--- src/rtl/tarsier_pkg.sv ---
// Shared types and window geometry for the keypoint NMS stage.
package tarsier_pkg;

  localparam int unsigned KP_DATA_BITS  = 8;
  localparam int unsigned KP_COORD_BITS = 11;
  localparam int unsigned WIN_SIZE      = 3;
  localparam int unsigned WIN_CENTRE    = 1;

  typedef struct packed {
    logic [KP_COORD_BITS-1:0] x;
    logic [KP_COORD_BITS-1:0] y;
    logic [KP_DATA_BITS-1:0]  score;
  } keypoint_t;

endpackage

--- src/rtl/keypoint_fifo.sv ---
// Synchronous keypoint FIFO; the extra pointer MSB tells full from empty.
module keypoint_fifo
  import tarsier_pkg::*;
#(
  parameter int unsigned FIFO_DEPTH = 16
) (
  input  logic      clk,
  input  logic      rst_n,
  input  logic      push,
  input  logic      pop,
  input  keypoint_t din,
  output keypoint_t dout,
  output logic      full,
  output logic      empty
);

  localparam int unsigned IDX_W = $clog2(FIFO_DEPTH);
  localparam int unsigned PTR_W = IDX_W + 1;

  keypoint_t        mem_q [FIFO_DEPTH];
  logic [PTR_W-1:0] wr_ptr_q, wr_ptr_d;
  logic [PTR_W-1:0] rd_ptr_q, rd_ptr_d;
  logic             do_push, do_pop;

  // Status flags, guarded push/pop and pointer advance.
  always_comb begin
    empty    = (wr_ptr_q == rd_ptr_q);
    full     = (wr_ptr_q[PTR_W-1] != rd_ptr_q[PTR_W-1]) &&
               (wr_ptr_q[IDX_W-1:0] == rd_ptr_q[IDX_W-1:0]);
    do_pop   = pop && !empty;
    do_push  = push && (!full || do_pop);
    wr_ptr_d = wr_ptr_q;
    rd_ptr_d = rd_ptr_q;
    if (do_push) wr_ptr_d = wr_ptr_q + PTR_W'(1);
    if (do_pop)  rd_ptr_d = rd_ptr_q + PTR_W'(1);
  end

  // Pointer registers.
  always_ff @(posedge clk or negedge rst_n) begin
    if (!rst_n) begin
      wr_ptr_q <= '0;
      rd_ptr_q <= '0;
    end else begin
      wr_ptr_q <= wr_ptr_d;
      rd_ptr_q <= rd_ptr_d;
    end
  end

  // Storage; contents are meaningless until written, so no reset.
  always_ff @(posedge clk) begin
    if (do_push) mem_q[wr_ptr_q[IDX_W-1:0]] <= din;
  end

  assign dout = mem_q[rd_ptr_q[IDX_W-1:0]];

endmodule

--- src/rtl/keypoint_nms.sv ---
// 3x3 non-maximum suppression: raster tracking, keep test, keypoint queue.
module keypoint_nms
  import tarsier_pkg::*;
#(
  parameter int unsigned DATA_BITS  = KP_DATA_BITS,
  parameter int unsigned COORD_BITS = KP_COORD_BITS,
  parameter int unsigned FIFO_DEPTH = 16,
  parameter int unsigned OVF_BITS   = 16
) (
  input  logic                  clk,
  input  logic                  reset,
  input  logic [COORD_BITS-1:0] r_row_length,
  input  logic [COORD_BITS-1:0] r_num_rows,
  input  logic [DATA_BITS-1:0]  r_threshold,
  input  logic                  in_valid,
  input  logic [WIN_SIZE-1:0][WIN_SIZE-1:0][DATA_BITS-1:0] in_window,
  output logic                  out_valid,
  input  logic                  out_ready,
  output logic [COORD_BITS-1:0] out_x,
  output logic [COORD_BITS-1:0] out_y,
  output logic [DATA_BITS-1:0]  out_score,
  output logic                  out_frame_done,
  output logic [OVF_BITS-1:0]   overflow_count
);

  localparam logic [COORD_BITS-1:0] ONE = COORD_BITS'(1);
  localparam logic [COORD_BITS-1:0] TWO = COORD_BITS'(2);

  logic [COORD_BITS-1:0] x_q, x_d, y_q, y_d;
  logic [COORD_BITS-1:0] px_q, px_d, py_q, py_d;
  logic                  eval_q, eval_d;
  logic                  fd_q, fd_d;
  logic                  push_q, push_d;
  keypoint_t             kp_q, kp_d;
  logic [OVF_BITS-1:0]   ovf_q, ovf_d;

  logic [DATA_BITS-1:0]  centre;
  logic                  keep;
  logic                  pop, fifo_push, fifo_full, fifo_empty;
  keypoint_t             head;

  // Raster counters and the eval pipeline stage for the pixel being accepted.
  always_comb begin
    x_d    = x_q;
    y_d    = y_q;
    px_d   = px_q;
    py_d   = py_q;
    eval_d = in_valid;
    fd_d   = in_valid && (x_q == r_row_length - ONE) && (y_q == r_num_rows - ONE);
    if (in_valid) begin
      px_d = x_q;
      py_d = y_q;
      if (x_q == r_row_length - ONE) begin
        x_d = '0;
        y_d = (y_q == r_num_rows - ONE) ? '0 : y_q + ONE;
      end else begin
        x_d = x_q + ONE;
      end
    end
  end

  // Keep test: earlier neighbours compared strictly, later ones with >=.
  always_comb begin
    centre = in_window[WIN_CENTRE][WIN_CENTRE];
    keep   = (centre >  r_threshold)
          && (centre >  in_window[0][0]) && (centre >  in_window[0][1])
          && (centre >  in_window[0][2]) && (centre >  in_window[1][0])
          && (centre >= in_window[1][2]) && (centre >= in_window[2][0])
          && (centre >= in_window[2][1]) && (centre >= in_window[2][2]);
    push_d     = eval_q && (px_q >= TWO) && (py_q >= TWO) && keep;
    kp_d.x     = KP_COORD_BITS'(px_q - ONE);
    kp_d.y     = KP_COORD_BITS'(py_q - ONE);
    kp_d.score = KP_DATA_BITS'(centre);
  end

  // Queue admission: a full FIFO still accepts when the head leaves this cycle.
  always_comb begin
    pop       = !fifo_empty && out_ready;
    fifo_push = push_q && (!fifo_full || pop);
    ovf_d     = ovf_q;
    if (push_q && !fifo_push && (ovf_q != {OVF_BITS{1'b1}})) ovf_d = ovf_q + OVF_BITS'(1);
  end

  // Pipeline, counter and overflow registers.
  always_ff @(posedge clk or negedge reset) begin
    if (!reset) begin
      x_q    <= '0;
      y_q    <= '0;
      px_q   <= '0;
      py_q   <= '0;
      eval_q <= 1'b0;
      fd_q   <= 1'b0;
      push_q <= 1'b0;
      kp_q   <= '0;
      ovf_q  <= '0;
    end else begin
      x_q    <= x_d;
      y_q    <= y_d;
      px_q   <= px_d;
      py_q   <= py_d;
      eval_q <= eval_d;
      fd_q   <= fd_d;
      push_q <= push_d;
      kp_q   <= kp_d;
      ovf_q  <= ovf_d;
    end
  end

  keypoint_fifo #(
    .FIFO_DEPTH(FIFO_DEPTH)
  ) u_fifo (
    .clk   (clk),
    .rst_n (reset),
    .push  (fifo_push),
    .pop   (pop),
    .din   (kp_q),
    .dout  (head),
    .full  (fifo_full),
    .empty (fifo_empty)
  );

  assign out_valid      = !fifo_empty;
  assign out_x          = COORD_BITS'(head.x);
  assign out_y          = COORD_BITS'(head.y);
  assign out_score      = DATA_BITS'(head.score);
  assign out_frame_done = fd_q;
  assign overflow_count = ovf_q;

endmodule

--- config.mk ---
export PLATFORM = sky130hd
export DESIGN_NAME = keypoint_nms
export DESIGN_NICKNAME = d
export VERILOG_FILES = /design/src/rtl/tarsier_pkg.sv /design/src/rtl/keypoint_fifo.sv /design/src/rtl/keypoint_nms.sv
export SDC_FILE = /design/constraint.sdc
export NUM_CORES = 1
export LEC_CHECK = 0
export BUFFER_PORTS_ARGS = -buffer_cell sky130_fd_sc_hd__buf_2
export CAP_MARGIN = 20
export CORE_MARGIN = 2
export CORE_UTILIZATION = 55
export CTS_CLUSTER_DIAMETER = 60
export DETAILED_ROUTE_END_ITERATION = 8
export PLACE_DENSITY = 0.83
export SLEW_MARGIN = 40
export SYNTH_ARGS = -nofsm -noshare
export SYNTH_HDL_FRONTEND = slang
export SYNTH_SLANG_ARGS = --single-unit
--- constraint.sdc ---
create_clock -name clk -period 3.77 [get_ports clk]
set_clock_uncertainty 0.1 [all_clocks]
set_input_delay 0.1885 -clock clk [delete_from_list [all_inputs] [get_ports clk]]
set_output_delay 0.1885 -clock clk [all_outputs]
set_load 0.02 [all_outputs]
* After elaboration in Yosys (flattened, before gate mapping) *
Memories as Yosys holds them, arrays and structs flattened.
Cells that the tools add are included.

storage, ports and cells
  register bits = 103
  memory bits (writable) = 480
  input port bits = 106
  output and inout bits = 48
  memories kept = 1

operators by class
  add/sub/neg operators = 9
  order comparisons = 11
  equality and inequality tests = 6
  mux-type cells = 4
  reductions and logical operators = 26

memories
  name          words  width  read ports  clocked after Yosys merged registers in  wr ports  RTL line             RTL
  u_fifo.mem_q  16     30     1           0                                        1         keypoint_fifo.sv:20  keypoint_t mem_q [FIFO_DEPTH];

operators with widths
  kind                                                                 number
  subtractor 11 x 1 -> 11 bit (second input constant)                  4
  greater-than comparator 8 bit                                        5
  greater-or-equal comparator 8 bit                                    4
  adder 11 x 1 -> 11 bit (second input constant)                       2
  equality test 11 bit                                                 2
  greater-or-equal comparator 11 x 2 -> 1 bit (second input constant)  2
  2-to-1 mux 11 bit                                                    2
  logical AND 1 bit                                                    20
  adder 16 x 1 -> 16 bit (second input constant)                       1
  inequality test 16 bit (second input constant)                       1
  adder 5 x 1 -> 5 bit (second input constant)                         2
  equality test 5 bit                                                  1
  equality test 4 bit                                                  1
  logical NOT 1 bit                                                    3
  logical OR 1 bit                                                     2
  2-to-1 mux 1 bit                                                     2
  AND reduction 2 bit                                                  1
  inequality test 1 bit                                                1

* Logic depth before layout (Yosys ltp) *
  depth in word-level cells = 10
  mapped depth = 10
  gate-level depth less buffers = 9

* Cells and area by module *
Synthesis repeated with hierarchy kept, for this count alone.

unflattened totals
  cells, all modules = 1483
  area, all modules = 25279.2 sq um

by module, submodules not included
  module         instances  cells each  area each (sq um)  sequential area each (sq um)
  keypoint_fifo  1          805         18844.3            14664.1
  keypoint_nms   1          678         6434.9             2327.2

* Least setup slack after synthesis *
OpenSTA, ideal clock, no wires.

  kind = reg-to-reg
  start point = reg u_fifo.wr_ptr_q[3]
  end point = mem u_fifo.mem_q[7][0] (netlist name) (enable)
  arrival time = 3.622 ns
  data required time = 3.209 ns
  slack = -0.413 ns
  cell stages (with the launch flop) = 8
  path buffers = 1
  period minus slack after synthesis = 4.183 ns
  cell sequence = dfrtp_1 -> clkbuf_1 -> xnor2_1 -> nand4_1 -> inv_1 -> a21boi_1 -> nand2_1 -> nor3b_1

on the way
  cells in the longest elaborated chain, start to end = 8
  elaborated cells on any way between the ends = 13
  classes of those cells = eq/ne (2); mux (2); reduce/logical (9)

ends and longest elaborated chain
  what                                                               RTL line                                                      RTL
  from (decl)                                                        keypoint_fifo.sv:21                                           logic [PTR_W-1:0] wr_ptr_q, wr_ptr_d;
  from (signal assigned)                                             keypoint_fifo.sv:44                                           wr_ptr_q <= wr_ptr_d;
  equality test 5 bit / equality test 4 bit (equally long branches)  keypoint_fifo.sv:27, keypoint_fifo.sv:29
  logical NOT 1 bit / logical AND 1 bit (equally long branches)      keypoint_fifo.sv:30, keypoint_nms.sv:78, keypoint_fifo.sv:28
  logical AND 1 bit / logical NOT 1 bit (equally long branches)      keypoint_nms.sv:78, keypoint_fifo.sv:31, keypoint_nms.sv:79
  logical OR 1 bit / logical AND 1 bit (equally long branches)       keypoint_nms.sv:79, keypoint_fifo.sv:30
  logical AND 1 bit / logical OR 1 bit (equally long branches)       keypoint_nms.sv:79, keypoint_fifo.sv:31
  logical AND 1 bit                                                  keypoint_fifo.sv:31                                           do_push = push && (!full || do_pop);
  2-to-1 mux 1 bit                                                   keypoint_fifo.sv:51                                           if (do_push) mem_q[wr_ptr_q[IDX_W-1:0]] <= din;
  2-to-1 mux 1 bit (implied by the code)                             keypoint_fifo.sv:51
  to (decl)                                                          keypoint_fifo.sv:20

Parallel ways exist; a longest one is shown, timed or not.

* Worst setup path in the final report *
  start point = reg u_fifo.rd_ptr_q[0]
  end point = out out_x[3]

on the way
  cells in the longest elaborated chain, start to end = 1

ends and longest elaborated chain
  what                       RTL line             RTL
  from (decl)                keypoint_fifo.sv:22  logic [PTR_W-1:0] rd_ptr_q, rd_ptr_d;
  from (signal assigned)     keypoint_fifo.sv:45  rd_ptr_q <= rd_ptr_d;
  memory read (16 x 30 bit)  --
  to (decl)                  keypoint_nms.sv:19   output logic [COORD_BITS-1:0] out_x,

Every way passes these cells.

==> results.json <==
{
  "synth.distinct_cells": 69,
  "design_area_um2": 28600,
  "drtPass1Iterations": 5,
  "critical_path_class": "flip-flop to output pin",
  "crit_fanout": 52,
  "syn_nets": 1607,
  "syn_to_final_growth_pct": 14.3,
  "ant_nets": 0,
  "drc": 0,
  "portBuffers": 153,
  "cts_htree_levels": 2,
  "async_flop_share_pct": 17.7,
  "start_util_pct": 55.4,
  "gr-usage-met3_pct": 3.37,
  "r2r_slack_ns": 0.67,
  "die_h_um": 217,
  "netlist_instances": 1415,
  "drt_iter0_markers": 1297,
  "antenna_found_initial": 0,
  "drt-total-wl_um": 58500,
  "row_count": 78,
  "clk_latency_ns": 0.58,
  "cts_tree": "yes",
  "max-slew-margin-rel_pct": 46.7,
  "hold_depth": 3,
  "grt_pass1_wl_um": 88300,
  "dieWidth_um": 217,
  "via_count": 14000,
  "post_cts_buffers": 0,
  "required_ns": 3.48,
  "grt.overflow.total": 0,
  "cts_buffers": 53,
  "endpoint_kind": "output pin",
  "finalSetupViolCount": 0,
  "use_met2_pct": 44.1,
  "layout_commonest_cell": "edfxtp_1",
  "cellLeakagePower_uw": 0.0105,
  "n_fill_cell": 2943,
  "design.core.area_um2": 45200,
  "die_area_um2": 47200,
  "place_hpwl_um": 33900,
  "maxCapViolations": 0,
  "cp-start-kind": "flip-flop",
  "layout.nets": 1809,
  "grt_busiest_layer": "met2",
  "drive_above_1_share_pct": 28.1,
  "ff2ff_path_depth": 8,
  "yosysSeqAreaShare_pct": 67.9,
  "p_per_area_nw_per_um2": 611,
  "clk_pin_slew_worst_paths_ns": 0.06,
  "syn_area_um2": 25000,
  "wire_per_inst_um": 25.9,
  "finalMaxSlewViolations": 0,
  "fin_setup_tns_ns": 0,
  "min_path_type": "input pin to flip-flop",
  "final-hold-violation-count": 0,
  "diodes": 0,
  "vdd_drop_max_mv": 0.619,
  "fmax_mhz": 299,
  "worstMarginPinSlew_ns": 0.800,
  "viasPerCell": 6.20,
  "use_met1_pct": 32.8,
  "grt_max_degree": 124,
  "ys_seq_elements": 583,
  "syn_area_per_cell_um2": 17.7,
  "synth_edf_count": 480,
  "timing.final.crit_share_pct": 88.8,
  "layout_common_cells": "480 x edfxtp_1, 152 x buf_2, 150 x mux4_2",
  "root_buffer": "clkbuf_16",
  "grt_usage_pct": 25.2,
  "rsz0062_at_grt": "false",
  "placed_cell_area_um2": 26800,
  "min_period_ns": 3.35,
  "clkSinkCount": 583,
  "ioPinCount": 154,
  "yosys_warnings": 0,
  "cp.arrival_ns": 3.06,
  "gp_congestion": 0.843,
  "cts.path.max_buffers": 3,
  "status": "finished, final reports clean",
  "first_global_vias": 14300,
  "ys.flop_type": "edfxtp_1"
}
## cells by family after synthesis
| logic type | after synthesis | share of synthesized area [%] |
|---|---|---|
| DFF | 583 | 67.9 |
| and+or+nand+nor | 238 | 5.27 |
| muxes | 171 | 14.4 |
| buffers and inverters | 143 | 2.20 |
| AOI/OAI and AO/OA | 118 | 3.27 |
| adders and majority gates | 86 | 4.30 |
| xor gates and xnor gates | 76 | 2.66 |
## area by class of cell
type                       count  area, um2  share of cell area [%]
sequential                   583      17000                    59.4
multi-input combinational    689       7530                    26.3
clock buffer                  71       1430                    4.98
timing repair buffer         197       1280                    4.47
tap                          600        751                    2.62
inverter                      93        349                    1.22
clock inverter                26        285                   0.997
## timing repair
action	in CTS	in global routing
gates resized for setup	0	0
endpoints found under the hold margin	59	0
hold buffers	10	0
## metal layers
layer | part of all wire [%] | routed length [um]
met1 | 37 | 21800
met2 | 53 | 30900
met3 | 6.9 | 4030
met4 | 3.1 | 1830
met5 | 0 | 0
## sequential cells by signal, indices dropped and copies added, names as in the netlist
register,cells
y_q,11
out_frame_done,1
x_q,11
u_fifo.mem_q,480
push_q,1
px_q,11
u_fifo.wr_ptr_q,5
overflow_count,16
kp_q,30
py_q,11
eval_q,1
u_fifo.rd_ptr_q,5
## synthesized netlist by cell type (2+ instances only)
library cell / count / share of area (%)
a2111oi_0: 3 / 0.10
a211o_1: 2 / 0.070
a211oi_1: 2 / 0.060
a21o_1: 18 / 0.54
a21oi_1: 19 / 0.38
a22o_1: 2 / 0.070
a31oi_1: 8 / 0.20
and2_1: 15 / 0.37
and3_1: 11 / 0.27
and3b_1: 2 / 0.070
buf_1: 10 / 0.15
buf_2: 4 / 0.080
clkbuf_1: 34 / 0.51
dfrtp_1: 103 / 10
edfxtp_1: 480 / 58
ha_1: 86 / 4.3
inv_1: 93 / 1.4
mux2_2: 21 / 0.94
mux4_2: 150 / 13
nand2_1: 36 / 0.54
nand2b_1: 9 / 0.22
nand3_1: 16 / 0.32
nand4_1: 29 / 0.72
nor2_1: 43 / 0.64
nor2b_1: 11 / 0.27
nor3_1: 25 / 0.50
nor3b_1: 6 / 0.18
nor4_1: 7 / 0.17
o211ai_1: 2 / 0.060
o21a_1: 9 / 0.27
o21ai_0: 27 / 0.54
o21ai_1: 4 / 0.080
o21bai_1: 3 / 0.090
o31ai_1: 3 / 0.090
or2_2: 2 / 0.050
or3_1: 9 / 0.22
or4_1: 5 / 0.15
xnor2_1: 44 / 1.5
xor2_1: 32 / 1.1
## through the flow
step	utilization (%)	cells	setup slack [ns]	total power [uW]	hold WS, ns
finish	63.3	2259	0.422	17500	0.0284
global placement	59.2	2150	0.648	12100	0.145
detailed placement	59.3	2152	0.482	12300	0.153
global route	63.3	2259	0.300	18100	0.0596
CTS	63.3	2259	0.380	17600	0.0119
floorplan	-	1415	-0.413	10900	-0.207
## path summary, 6_finish.rpt
path | start | endpoint
setup / recovery | u_fifo.rd_ptr_q[0] | out_x[3]
hold / removal | out_ready | u_fifo.rd_ptr_q[0]
setup reg to reg | u_fifo.wr_ptr_q[3] | u_fifo.mem_q[0][5]
hold reg to reg | overflow_count[8] | overflow_count[8]
max in group asynchronous | reset | y_q[3]
min in group asynchronous | reset | kp_q[4]
## where the power goes
group	total (uW)	internal [uW]	switching [uW]
sequential	7590	7270	321
combinational	4580	2230	2340
clock	5310	3010	2300
total	17500	12500	4970
## critical path, stage by stage, from the launching register on
cell and delay (ns):
dfrtp_4 0.43, buf_12 0.29, buf_16 0.37, mux4_2 0.58, mux4_2 0.56, buf_2 0.20
No activity file was read; power rests on OpenSTA's default activity.
